[config.mk]
export PLATFORM = sky130hd
export DESIGN_NAME = pc_gen_unit
export DESIGN_NICKNAME = d
export VERILOG_FILES = /design/src/rtl/pc_gen_unit.sv
export SDC_FILE = /design/constraint.sdc
export NUM_CORES = 1
export LEC_CHECK = 0
export CORE_UTILIZATION = 40
export CTS_CLUSTER_DIAMETER = 40
export DETAILED_ROUTE_END_ITERATION = 6
export MAX_ROUTING_LAYER = met4
export PLACE_DENSITY = 0.67
export SETUP_SLACK_MARGIN = 0.05
export SLEW_MARGIN = 20
export SYNTH_ARGS = -nofsm -noshare
export SYNTH_HDL_FRONTEND = slang
export SYNTH_SLANG_ARGS = --single-unit
[constraint.sdc]
create_clock -name i_clk -period 5.1 [get_ports i_clk]
set_input_delay 1.02 -clock i_clk [delete_from_list [all_inputs] [get_ports i_clk]]
set_output_delay 1.02 -clock i_clk [all_outputs]
set_load 0.02 [all_outputs]
[src/rtl/pc_gen_unit.sv]
// Fetch-stage program counter generator: sequential, branch, jump-register,
// exception entry/return, with a BOOT/RUN/EXC state machine and EPC capture.
module pc_gen_unit #(
    parameter int                 PC_SIZE      = 32,
    parameter int                 SEL_SIZE     = 3,
    parameter logic [PC_SIZE-1:0] RESET_VECTOR = 32'h0000_0000,
    parameter logic [PC_SIZE-1:0] EXC_VECTOR   = 32'h0000_0008,
    parameter int                 PC_INC       = 4
) (
    input  logic                i_clk,
    input  logic                i_rst_n,
    input  logic [SEL_SIZE-1:0] i_pc_select,
    input  logic [PC_SIZE-1:0]  i_imm,
    input  logic [PC_SIZE-1:0]  i_jr_target,
    input  logic                i_stall,
    input  logic                i_fetch_ready,
    output logic [PC_SIZE-1:0]  o_pc,
    output logic                o_fetch_valid,
    output logic [PC_SIZE-1:0]  o_epc,
    output logic                o_in_exception,
    output logic                o_sel_err
);

    typedef enum logic [1:0] {
        ST_BOOT = 2'd0,
        ST_RUN  = 2'd1,
        ST_EXC  = 2'd2
    } state_t;

    localparam logic [SEL_SIZE-1:0] SEL_ADD4   = SEL_SIZE'(0);
    localparam logic [SEL_SIZE-1:0] SEL_BRANCH = SEL_SIZE'(1);
    localparam logic [SEL_SIZE-1:0] SEL_EXC    = SEL_SIZE'(2);
    localparam logic [SEL_SIZE-1:0] SEL_JR     = SEL_SIZE'(3);
    localparam logic [SEL_SIZE-1:0] SEL_ERET   = SEL_SIZE'(4);

    state_t              r_state;
    logic                w_adv;
    logic                w_illegal;
    logic                w_excEntry;
    logic [PC_SIZE-1:0]  w_seqPc;
    logic [PC_SIZE-1:0]  w_branchPc;
    logic [PC_SIZE-1:0]  w_jrPc;

    // Candidate targets; all sums wrap modulo 2^PC_SIZE.
    always_comb begin
        w_seqPc    = o_pc + PC_SIZE'(PC_INC);
        w_branchPc = o_pc + (i_imm << 1);
        w_jrPc     = {i_jr_target[PC_SIZE-1:1], 1'b0};
        w_adv      = o_fetch_valid & i_fetch_ready & ~i_stall;
        w_illegal  = 1'b0;
        w_excEntry = 1'b0;
        if (r_state != ST_BOOT) begin
            w_illegal  = (i_pc_select > SEL_ERET) ||
                         ((i_pc_select == SEL_ERET) && (r_state == ST_RUN));
            w_excEntry = (i_pc_select == SEL_EXC) && (r_state == ST_RUN);
        end
    end

    always_ff @(posedge i_clk or negedge i_rst_n) begin
        if (!i_rst_n) begin
            r_state        <= ST_BOOT;
            o_pc           <= RESET_VECTOR;
            o_epc          <= '0;
            o_fetch_valid  <= 1'b0;
            o_in_exception <= 1'b0;
            o_sel_err      <= 1'b0;
        end else begin
            o_sel_err <= 1'b0;
            case (r_state)
                ST_BOOT: begin
                    r_state       <= ST_RUN;
                    o_fetch_valid <= 1'b1;
                end
                default: begin
                    o_sel_err <= w_illegal;
                    // Exception entry ignores stall and fetch handshake.
                    if (w_excEntry) begin
                        o_epc          <= o_pc;
                        o_pc           <= EXC_VECTOR;
                        o_in_exception <= 1'b1;
                        r_state        <= ST_EXC;
                    end else if (!w_illegal && w_adv) begin
                        case (i_pc_select)
                            SEL_BRANCH: o_pc <= w_branchPc;
                            SEL_JR:     o_pc <= w_jrPc;
                            SEL_ERET: begin
                                o_pc           <= o_epc;
                                o_in_exception <= 1'b0;
                                r_state        <= ST_RUN;
                            end
                            default:    o_pc <= w_seqPc;
                        endcase
                    end
                end
            endcase
        end
    end

endmodule

==> flow_results.xml <==
<?xml version="1.0" encoding="UTF-8"?>
<metrics>
  <group name="clock_network">
    <metric name="insertion_delay" unit="ns">0.34</metric>
    <metric name="post_cts_buffers" unit="">0</metric>
    <metric name="cts.clk_slew.worst_paths" unit="ns">0.06</metric>
    <metric name="cts_repair_resized_insts" unit="">0</metric>
    <metric name="cts_hold_buffers" unit="">0</metric>
    <metric name="cts_tree" unit="">yes</metric>
    <metric name="cts_inserted_buffers" unit="">9</metric>
    <metric name="cts.root.buffer_cell" unit="">sky130_fd_sc_hd__clkbuf_16</metric>
    <metric name="cts_h_tree_lvls" unit="">3</metric>
    <metric name="clock_path_buffers" unit="">2</metric>
    <metric name="cts_sinks" unit="">69</metric>
  </group>
  <group name="worst_setup_path">
    <metric name="startpoint_class_of_the_critical_path" unit="">input port</metric>
    <metric name="path_cells" unit="">clkdlybuf4s50_1 &gt; ha_1 &gt; fa_1 &gt; a211oi_2 &gt; o21ai_1 &gt; a21oi_2 &gt; a31oi_2 &gt; o41a_1 &gt; or3_1 &gt; a31oi_1 &gt; a311oi_1 &gt; a21o_1</metric>
    <metric name="cpLargestDelayFamily" unit="">compound AO/OA/AOI/OAI gates</metric>
    <metric name="critical_path.max_stage_delay" unit="ns">0.50</metric>
    <metric name="timing_worst_setup_path_type" unit="">input port to flip-flop</metric>
    <metric name="cp.arrival" unit="ns">4.39</metric>
    <metric name="crit_path_end_kind" unit="">flip-flop</metric>
    <metric name="crit_required" unit="ns">5.33</metric>
    <metric name="path_buf_inv" unit="">1</metric>
    <metric name="crit_fanout" unit="">7</metric>
    <metric name="cp_slowest_cell" unit="">sky130_fd_sc_hd__o41a_1</metric>
  </group>
  <group name="layout">
    <metric name="syn2layout_area_growth" unit="%">34.1</metric>
    <metric name="stdcell_area" unit="µm²">7330</metric>
    <metric name="num-fill-cells" unit="">1252</metric>
    <metric name="final_core_util" unit="%">55.1</metric>
    <metric name="layout-drive-gt1-share" unit="%">4.81</metric>
    <metric name="antennaDiodeCount" unit="">0</metric>
    <metric name="multi_input_logic_area" unit="µm²">3570</metric>
    <metric name="area.sequential" unit="µm²">1730</metric>
    <metric name="nets" unit="">950</metric>
  </group>
  <group name="die">
    <metric name="rows" unit="">42</metric>
    <metric name="fp.dieW" unit="µm">119</metric>
    <metric name="top_level_ports" unit="">138</metric>
    <metric name="die_y" unit="µm">119</metric>
    <metric name="floorplan.core_area" unit="µm²">13300</metric>
    <metric name="die-area" unit="µm²">14100</metric>
    <metric name="initial_core_util" unit="%">41.1</metric>
  </group>
  <group name="yosys">
    <metric name="synth_nets" unit="">826</metric>
    <metric name="netlist_area" unit="µm²">5470</metric>
    <metric name="edff_count_synth" unit="">0</metric>
    <metric name="postSynthAreaPerCell" unit="µm²">7.56</metric>
    <metric name="ys_types" unit="">59</metric>
    <metric name="synth_sequential_area_ratio" unit="%">31.6</metric>
    <metric name="yosys_register_bits" unit="">69</metric>
    <metric name="synth_cells" unit="">723</metric>
    <metric name="yosysWarningCount" unit="">0</metric>
    <metric name="postSynth.topFlopCell" unit="">sky130_fd_sc_hd__dfrtp_1</metric>
    <metric name="ys_async_sr_fraction" unit="%">100</metric>
  </group>
  <group name="power">
    <metric name="power.static_leakage" unit="nW">3.22</metric>
    <metric name="power.density_cell_area" unit="nW/µm²">594</metric>
    <metric name="pwr-share-clk" unit="%">16.0</metric>
    <metric name="power_internal" unit="mW">2.36</metric>
    <metric name="p_sw_share" unit="%">45.7</metric>
    <metric name="p_switching" unit="mW">1.99</metric>
    <metric name="p_seq_share" unit="%">27.2</metric>
    <metric name="vdd_ir_drop_max" unit="V">0.000313</metric>
    <metric name="power_frac_comb" unit="%">56.8</metric>
  </group>
  <group name="place">
    <metric name="placed_cell_area" unit="µm²">7000</metric>
    <metric name="globalplace.congestion" unit="">0.916</metric>
    <metric name="place.port_buffers" unit="">135</metric>
    <metric name="dp.final_hpwl" unit="µm">13500</metric>
    <metric name="placement.setup.worst_slack" unit="ns">0.608</metric>
  </group>
  <group name="sta">
    <metric name="timing_max_transition_violations_final" unit="">0</metric>
    <metric name="timing.final.crit_period" unit="ns">4.16</metric>
    <metric name="finalSetupViolCount" unit="">0</metric>
    <metric name="timing_worst_slew_pin_value" unit="ns">0.744</metric>
    <metric name="clock.fmax" unit="MHz">240</metric>
    <metric name="max-slew-margin-rel" unit="%">50.4</metric>
    <metric name="part_of_the_cycle_the_worst_path_needs" unit="%">81.6</metric>
    <metric name="grt_setup_unrepaired" unit="">false</metric>
    <metric name="final_hold_viol_count" unit="">0</metric>
    <metric name="clock_skew" unit="ns">0.00590</metric>
    <metric name="hold-worst-slack" unit="ns">0.512</metric>
    <metric name="post-route-worst-setup-slack" unit="ns">0.940</metric>
    <metric name="finalSetupTns" unit="ns">0</metric>
  </group>
  <group name="flow_run">
    <metric name="maxCapViolCount" unit="">0</metric>
  </group>
  <group name="drt">
    <metric name="route.detailed.drc" unit="">0</metric>
    <metric name="drt_iter0_drc" unit="">484</metric>
    <metric name="drt.antenna.violating_nets" unit="">0</metric>
    <metric name="route.final.wire_length" unit="µm">19000</metric>
    <metric name="detail_route.wl_per_cell" unit="µm">18.5</metric>
    <metric name="drt_pass1_iterations" unit="">5</metric>
    <metric name="viasPerCell" unit="">5.86</metric>
    <metric name="dr_total_vias" unit="">6023</metric>
  </group>
  <group name="grt">
    <metric name="grt_antenna_before_repair" unit="">0</metric>
    <metric name="grt_pass1_wl" unit="µm">30400</metric>
    <metric name="groute.usage.overall" unit="%">28.1</metric>
    <metric name="largest_net_degree_at_the_start_of_global_routing" unit="">51</metric>
    <metric name="gr-total-overflow" unit="">0</metric>
    <metric name="first_global_vias" unit="">5798</metric>
  </group>
  <group name="hold_path">
    <metric name="worstHoldPathType" unit="">flip-flop to flip-flop</metric>
  </group>
  <group name="run_status">
    <metric name="outcome" unit="">finished clean</metric>
  </group>
</metrics>
worst min-delay path, delay by kind of cell, from the launching register on:
family           cells  cell delay [ns]
AND/OR/NAND/NOR      2             0.12
flip-flops           1             0.37
power groups by stage:
stage | clock network, mW | registers [mW] | logic [mW]
floorplan | 0 | 1.35 | 1.29
global placement | 0 | 1.17 | 2.41
detailed placement | 0 | 1.18 | 2.44
CTS | 0.700 | 1.18 | 2.46
global route | 0.722 | 1.23 | 2.69
finish | 0.695 | 1.18 | 2.47
state kept, by name, summed over array words and instances, names as in the netlist:
| signal | count |
|---|---|
| o_sel_err | 1 |
| o_pc | 32 |
| o_fetch_valid | 1 |
| r_state | 2 |
| o_epc | 32 |
| o_in_exception | 1 |
cell usage after synthesis (all sizes together) (13+ instances only):
cell    number  share of area, %
nand3       23               2.1
a21oi       84               7.8
xnor2       17               2.7
a211oi      13               1.9
o21ai       58               5.3
nand2      139               9.5
clkbuf      28               1.9
a31oi       14               1.7
dfrtp       69                32
a21o        22               3.0
o22ai       14               1.6
nor2        70               4.9
ha          31               7.1
cell type report:
| class | instances | share of cell area (%) |
|---|---|---|
| Clock buffer | 12 | 3.50 |
| Clock inverter | 4 | 0.956 |
| Inverter | 10 | 0.512 |
| Multi-Input combinational cell | 608 | 48.7 |
| Sequential cell | 69 | 23.6 |
| Tap cell | 176 | 3.00 |
| Timing Repair Buffer | 149 | 19.8 |
layer usage:
metal | track usage, % | share of wire (%) | vias up
li1 | - | - | 2868
met1 | 37.2 | 45 | 2863
met2 | 44.2 | 47 | 257
met3 | 3.21 | 6.3 | 35
met4 | 10.5 | 2.3 | 0
met5 | - | 0 | -
logic make-up after synthesis:
family	share of synthesized area, %
adder cells (fa/ha/maj)	7.46
XOR/XNOR	4.33
buffers and inverters	3.23
multiplexers	1.51
AND/OR/NAND/NOR	23.6
flip-flops	31.6
AO/OA/AOI/OAI	28.3
cell usage in the layout (no fill, tap or decap), types with 5 or more instances in the layout:
cell type | Yosys | final
sky130_fd_sc_hd__nor2_1 | 69 | 69
sky130_fd_sc_hd__nand2_1 | 139 | 139
sky130_fd_sc_hd__xor2_1 | 10 | 10
sky130_fd_sc_hd__a211oi_1 | 12 | 12
sky130_fd_sc_hd__mux2i_1 | 6 | 6
sky130_fd_sc_hd__a21oi_1 | 82 | 82
sky130_fd_sc_hd__ha_1 | 31 | 31
sky130_fd_sc_hd__dfrtp_1 | 69 | 69
sky130_fd_sc_hd__buf_4 | 0 | 14
sky130_fd_sc_hd__and4_1 | 5 | 5
sky130_fd_sc_hd__nor2b_1 | 6 | 6
sky130_fd_sc_hd__a31oi_1 | 13 | 13
sky130_fd_sc_hd__a21o_1 | 22 | 22
sky130_fd_sc_hd__clkdlybuf4s50_1 | 0 | 134
sky130_fd_sc_hd__a221oi_1 | 7 | 7
sky130_fd_sc_hd__clkbuf_16 | 0 | 9
sky130_fd_sc_hd__inv_1 | 10 | 10
sky130_fd_sc_hd__nand2b_1 | 8 | 8
sky130_fd_sc_hd__nand4_1 | 10 | 10
sky130_fd_sc_hd__xnor2_1 | 17 | 17
sky130_fd_sc_hd__and3_1 | 10 | 10
sky130_fd_sc_hd__o21a_1 | 5 | 5
sky130_fd_sc_hd__o21ai_0 | 55 | 55
sky130_fd_sc_hd__o22ai_1 | 14 | 14
sky130_fd_sc_hd__nand3_1 | 23 | 22
path summary, 6_finish.rpt:
| kind | startpoint | to | slack, ns | cells past startpoint |
|---|---|---|---|---|
| min reg2reg | o_epc[27]$_DFFE_PN0P_ | o_epc[27]$_DFFE_PN0P_ | 0.51 | 2 |
| max in group asynchronous | i_rst_n | o_pc[20]$_DFFE_PN0P_ | 3.34 | 2 |
| max | i_imm[0] | o_pc[25]$_DFFE_PN0P_ | 0.94 | 12 |
| max reg2reg | o_pc[1]$_DFFE_PN0P_ | o_pc[25]$_DFFE_PN0P_ | 1.65 | 11 |
| min in group asynchronous | i_rst_n | o_pc[1]$_DFFE_PN0P_ | 0.74 | 1 |
| min | o_epc[27]$_DFFE_PN0P_ | o_epc[27]$_DFFE_PN0P_ | 0.51 | 2 |
per-stage QoR:
| stage | std cells | total power [mW] |
|---|---|---|
| 3_5_place_dp | 1012 | 3.62 |
| 4_1_cts | 1028 | 4.33 |
| 5_1_grt | 1028 | 4.64 |
| 2_1_floorplan | 723 | 2.64 |
| 3_3_place_gp | 1012 | 3.58 |
| 6_report | 1028 | 4.35 |
(Power assumes the default switching activity.)
==> patch 1: new RTL, same settings <==
Set the parameter `SEL_SIZE` to 2 (it was 3).
--- a/src/rtl/pc_gen_unit.sv
+++ b/src/rtl/pc_gen_unit.sv
@@ -2,7 +2,7 @@
 // exception entry/return, with a BOOT/RUN/EXC state machine and EPC capture.
 module pc_gen_unit #(
     parameter int                 PC_SIZE      = 32,
-    parameter int                 SEL_SIZE     = 3,
+    parameter int                 SEL_SIZE     = 2,
     parameter logic [PC_SIZE-1:0] RESET_VECTOR = 32'h0000_0000,
     parameter logic [PC_SIZE-1:0] EXC_VECTOR   = 32'h0000_0008,
     parameter int                 PC_INC       = 4
Interface: changed (resized i_pc_select); port bits go from 138 to 137. The function was not compared with the original's and may differ.
==> patch 1 against the unedited design <==
Cell count shrank 61%; hold slack better by 9.3 ps; sequential cell count stayed put; synthesized area decreased by 45%; combinational power shrank 90%; total power shrank 70%; critical path type unchanged; largest power group is now sequential cells; cell area fell by 46%; worst setup slack better by 1100 ps; routed wire length fell by 65%.
==> patch 1: results (changes against the unedited design) <==
Worst setup path
  • Crit path arrival time: 3310 ps (was 4390 ps)
  • CP Launch Point: i_pc_select[0] (was i_imm[0])
  • R2r startpoint: r_state[1] (was o_pc[1])
  • Crit path max fanout: 60 (was 7)
  • Slowest cell on crit path: and4bb_4 (was o41a_1)
  • Slowest stage delay, CP: 1140 ps (was 500 ps)

GRT
  • Antenna violations before repair: 0 (unchanged)
  • First-pass GRT wire length: 10,690 µm (was 30,410 µm)
  • Pin count of the biggest net entering global routing: 61 (was 51)
  • All-Layer GR Usage: 18.68% (was 28.09%)
  • Vias in the first global route: 2,034 (was 5,798)

Route
  • DR vias/cell: 5.235 (was 5.859)
  • Post-Route WL: 6598 µm (was 18,990 µm)
  • Iteration-0 DRC Markers: 96 (was 484)
  • Drt pass-1 iters: 4 (was 5)

Layout
  • Biggest regs: o_epc x32, o_pc x32, r_state x2 (unchanged)
  • Fraction of layout cells with a size suffix above 1: 18.95% (was 4.812%)
  • # diodes: 0 (unchanged)
  • Post-Layout Cell Count: 405 (was 1,028)
  • Nets: 374 (was 950)

Clock network
  • Longest Clk Path Bufs: 2 (unchanged)
  • Clk root buf: clkbuf_8 (was clkbuf_16)
  • Post-CTS sizing: 0 (unchanged)
  • Post CTS Setup Buffer Count: 0 (unchanged)
  • Clk slew on worst S/H paths: 80 ps (was 60 ps)
  • CTS H-tree lvls: 3 (unchanged)
  • Num CTS Buffers: 9 (unchanged)
  • Clk Latency, worst-skew pair: 340 ps (about the same)

Logic synthesis
  • Async set or reset register ratio after synthesis: 100.0% (unchanged)
  • Yosys warns: 0 (unchanged)
  • Synth top cells by count: dfrtp_1, mux2_4, o21ai_0 (was nand2_1, a21oi_1, dfrtp_1, nor2_1, o21ai_0)
  • Post-synthesis sequential area ratio: 57.21% (was 31.59%)
  • Synth cell types: 30 (was 59)
  • Post-Synthesis Cells: 231 (was 723)
  • Synthesized Nets: 304 (was 826)
  • Synth Flop Type: dfrtp_1 (unchanged)
  • Main area contributors after synthesis: dfrtp_1, mux2_4, o21ai_0, a21oi_1, nand3_1 (was dfrtp_1, nand2_1, a21oi_1, ha_1, o21ai_0)

STA
  • Slew @ Worst Pin: 1076 ps (was 744.3 ps)
  • Setup TNS Final: 0 ps (unchanged)
  • Clock skew: 10.33 ps (was 5.902 ps)
  • Final slew viol count: 0 (unchanged)

Placement
  • GP Congestion: 0.6938 (was 0.9156)
  • Hpwl dp: 4058 µm (was 13,530 µm)
  • Buffers on Ports: 76 (was 135)
  • Placed cell count: 389 (was 1,012)

Pwr
  • Sw power: 0.3877 mW (was 1.991 mW)
  • Leakage power: 1.712 nW (was 3.225 nW)
  • Peak supply drop: 0.0001629 V (was 0.0003125 V)

Run status
  • Outcome: complete, no violations (unchanged)

Worst hold path
  • Hold crit path type: reg -> reg (unchanged)
  • Hold_sp: o_pc[11] (was o_epc[27])
-- patch 1: cell count changes after synthesis, moves of 13 or more --
cell,delta
nand2_1,-138
nor2_1,-67
a21oi_1,-57
mux2_4,+31
ha_1,-29
o21ai_0,-27
clkbuf_1,-23
a21o_1,-22
xnor2_1,-16
o22ai_1,-14
a31oi_1,-13
-- patch 1: layer usage --
layer,track usage (%),up-vias,routed length (µm),part of all wire (%)
met5,-,-,0,0
met4,7.625,0,54,0.82
met3,3.451,5,332,5.0
met2,28.04,65,3117,47
met1,24.96,1088,3093,47
li1,-,962,-,-
-- patch 1: cells by family after synthesis --
| logic type | count (synthesis) | share of synthesized area, % |
|---|---|---|
| flip-flops | 69 | 57.21 |
| AO/OA/AOI/OAI | 63 | 12.02 |
| AND/OR/NAND/NOR | 37 | 6.965 |
| multiplexers | 36 | 17.21 |
| buffers and inverters | 22 | 4.809 |
| adder cells (fa/ha/maj) | 3 | 1.492 |
| XOR/XNOR | 1 | 0.2903 |
-- patch 1: worst max-delay path: cells and delay by family --
family	cells	cell delay, ps
muxes	1	370
buffers and inverters	1	600
AOI/OAI and AO/OA	1	120
and+or+nand+nor	1	1140
-- patch 1: layout make-up --
| class | instances | area (µm²) |
|---|---|---|
| Clock buffer | 9 | 123.9 |
| Clock inverter | 7 | 76.32 |
| Fill cell | 634 | 3299 |
| Inverter | 1 | 3.754 |
| Multi-Input combinational cell | 140 | 1152 |
| Sequential cell | 69 | 1727 |
| Tap cell | 99 | 123.9 |
| Timing Repair Buffer | 80 | 785.8 |
-- patch 1: stage by stage --
step	hold WS, ps	util, %	area [µm²]	total power, mW	setup WS, ps
floorplan	507.5	-	3018	0.7803	2916
global placement	498.9	52.01	3792	0.8832	1685
detailed placement	505.3	52.01	3792	0.8874	1673
CTS	527.4	54.75	3993	1.335	2027
global route	539.4	54.75	3993	1.380	1908
finish	521.8	54.75	3993	1.315	2011
-- patch 1: power by group through the flow --
| stage | combinational [mW] | clock [mW] | sequential, mW |
|---|---|---|---|
| 2_1_floorplan | 0.124 | 0 | 0.657 |
| 3_3_place_gp | 0.256 | 0 | 0.627 |
| 3_5_place_dp | 0.260 | 0 | 0.627 |
| 4_1_cts | 0.262 | 0.457 | 0.617 |
| 5_1_grt | 0.279 | 0.478 | 0.623 |
| 6_report | 0.258 | 0.441 | 0.617 |
-- patch 1: path summary, 6_finish.rpt --
kind	to	slack, ps	depth (start not counted)
hold / removal	o_pc[11]	520	1
max in group asynchronous	o_epc[20]	3390	2
setup reg to reg	o_pc[0]	3000	3
setup / recovery	o_pc[0]	2010	4
min in group asynchronous	o_pc[23]	730	1
hold reg to reg	o_pc[11]	520	1
==> patch 2: new RTL, same flow settings <==
Made on the original files. Encoding of `state_t`: now one-hot (3 bits for 3 states).
--- a/src/rtl/pc_gen_unit.sv
+++ b/src/rtl/pc_gen_unit.sv
@@ -21,10 +21,10 @@
     output logic                o_sel_err
 );
 
-    typedef enum logic [1:0] {
-        ST_BOOT = 2'd0,
-        ST_RUN  = 2'd1,
-        ST_EXC  = 2'd2
+    typedef enum logic [2:0] {
+        ST_BOOT = 3'b001,
+        ST_RUN  = 3'b010,
+        ST_EXC  = 3'b100
     } state_t;
 
     localparam logic [SEL_SIZE-1:0] SEL_ADD4   = SEL_SIZE'(0);
Check against the original RTL: no difference found for any inputs over 4 cycles, from zero or initial values and one cycle with i_rst_n low; so few cycles prove little.
==> patch 2 against the unedited design <==
Non-clock buffer count increased by 1; critical path depth is the same; sequential cell count is 1 higher; synthesized area rose by 3.5%; worst setup slack improved by 110 ps; hold slack lost 7.7 ps; routed wire length grew 5.5%; sequential share of layout area fell by 0.20 points; cell area up 2.4%; die area grew 3.4%; highest routed layer unchanged.
Power is not compared: it rests on default switching activity, and its combinational part moved more than twofold at a synthesized area within 25%.
==> patch 2: results (changes against the unedited design) <==
Placement
  • Hpwl dp: 14,510 µm (was 13,530 µm)
  • GP Congestion: 0.9173 (was 0.9156)
  • Pre-CTS setup slack: 705.8 ps (was 607.6 ps)
  • Post-placement cell area: 7177 µm² (was 7004 µm²)

Logic synthesis
  • Mux contribution to synthesized area: 0.9071% (was 1.511%)
  • Synthesized Nets: 854 (was 826)
  • Post-synthesis sequential area ratio: 31.00% (was 31.59%)
  • Post-synthesis compound-gate area fraction: 27.30% (was 28.34%)
  • Adder-cell share of the synthesized area: 7.212% (was 7.462%)
  • Main area contributors after synthesis: dfrtp_1, nand2_1, ha_1, a21oi_1, o21ai_0 (was dfrtp_1, nand2_1, a21oi_1, ha_1, o21ai_0)
  • Synth cell types: 74 (was 59)
  • Post-Synth XOR/XNOR Area: 3.872% (was 4.326%)

Worst setup path
  • Worst reg-to-reg path cell count: 9 (was 11)
  • Reg-to-reg setup timing slack: 1700 ps (was 1650 ps)
  • Slowest stage delay, CP: 930 ps (was 500 ps)
  • Slowest cell on crit path: a2111oi_0 (was o41a_1)
  • Crit path arrival time: 4250 ps (was 4390 ps)
  • Crit path max fanout: 5 (was 7)

Layout
  • Nets: 974 (was 950)
  • Comb_multi_in: 619 (was 608)
  • Nonclk buf count: 150 (was 149)
  • Fraction of layout cells with a size suffix above 1: 5.708% (was 4.812%)
  • Inverters: 21 (was 10)
  • Post-route cell area: 7507 µm² (was 7331 µm²)
  • Multi-input gate area: 3672 µm² (was 3568 µm²)
  • Filler cell count: 1,322 (was 1,252)
  • Final clock-cell share: 4.317% (was 4.455%)

GRT
  • Vias in the first global route: 5,818 (was 5,798)
  • First-pass GRT wire length: 31,420 µm (was 30,410 µm)
  • Pin count of the biggest net entering global routing: 71 (was 51)
  • All-Layer GR Usage: 28.70% (was 28.09%)

Die
  • Tap Count: 180 (was 176)

Route
  • Post-Route WL: 20,030 µm (was 18,990 µm)
  • Iteration-0 DRC Markers: 570 (was 484)
  • DR vias/cell: 5.910 (was 5.859)

STA
  • Slew HR: 28.33% (was 50.38%)
  • Max Fclk: 247.0 MHz (was 240.4 MHz)

Run status
  • Outcome: complete, no violations (unchanged)

Worst hold path
  • Hold endpoint: o_epc[3] (was o_epc[27])

Clock network
  • CTS Sinks: 70 (was 69)
-- patch 2: cell types whose count changed in the layout (fill, tap and decap cells not counted), sizes merged, moves of 8 or more --
cell and change:
nand3 +8, nor2 -14, a31oi -10, o22ai -11
a21oi -12, o21ai +24, inv +11, nor3 +17
-- patch 2: cell families after synthesis --
kind of cell               Yosys count
AOI/OAI and AO/OA                  249
xor gates and xnor gates            25
adders and majority gates           32
buffers and inverters               62
DFF                                 70
muxes                                5
and+or+nand+nor                    308
-- patch 2: routing by layer --
layer  GRT usage (%)  wire length (µm)  up-vias
met1           40.52              9393     2945
met5               -                 0        -
met4           9.799               483        0
met2           42.82              8671      301
met3           2.914              1479       37
li1                -                 -     2958
-- patch 2: through the flow --
step / cells / total power [mW]
after floorplan: 751 / 0.9378
after global placement: 1040 / 1.171
after detailed placement: 1040 / 1.184
after CTS: 1056 / 1.876
after global routing: 1056 / 1.960
final: 1056 / 1.871
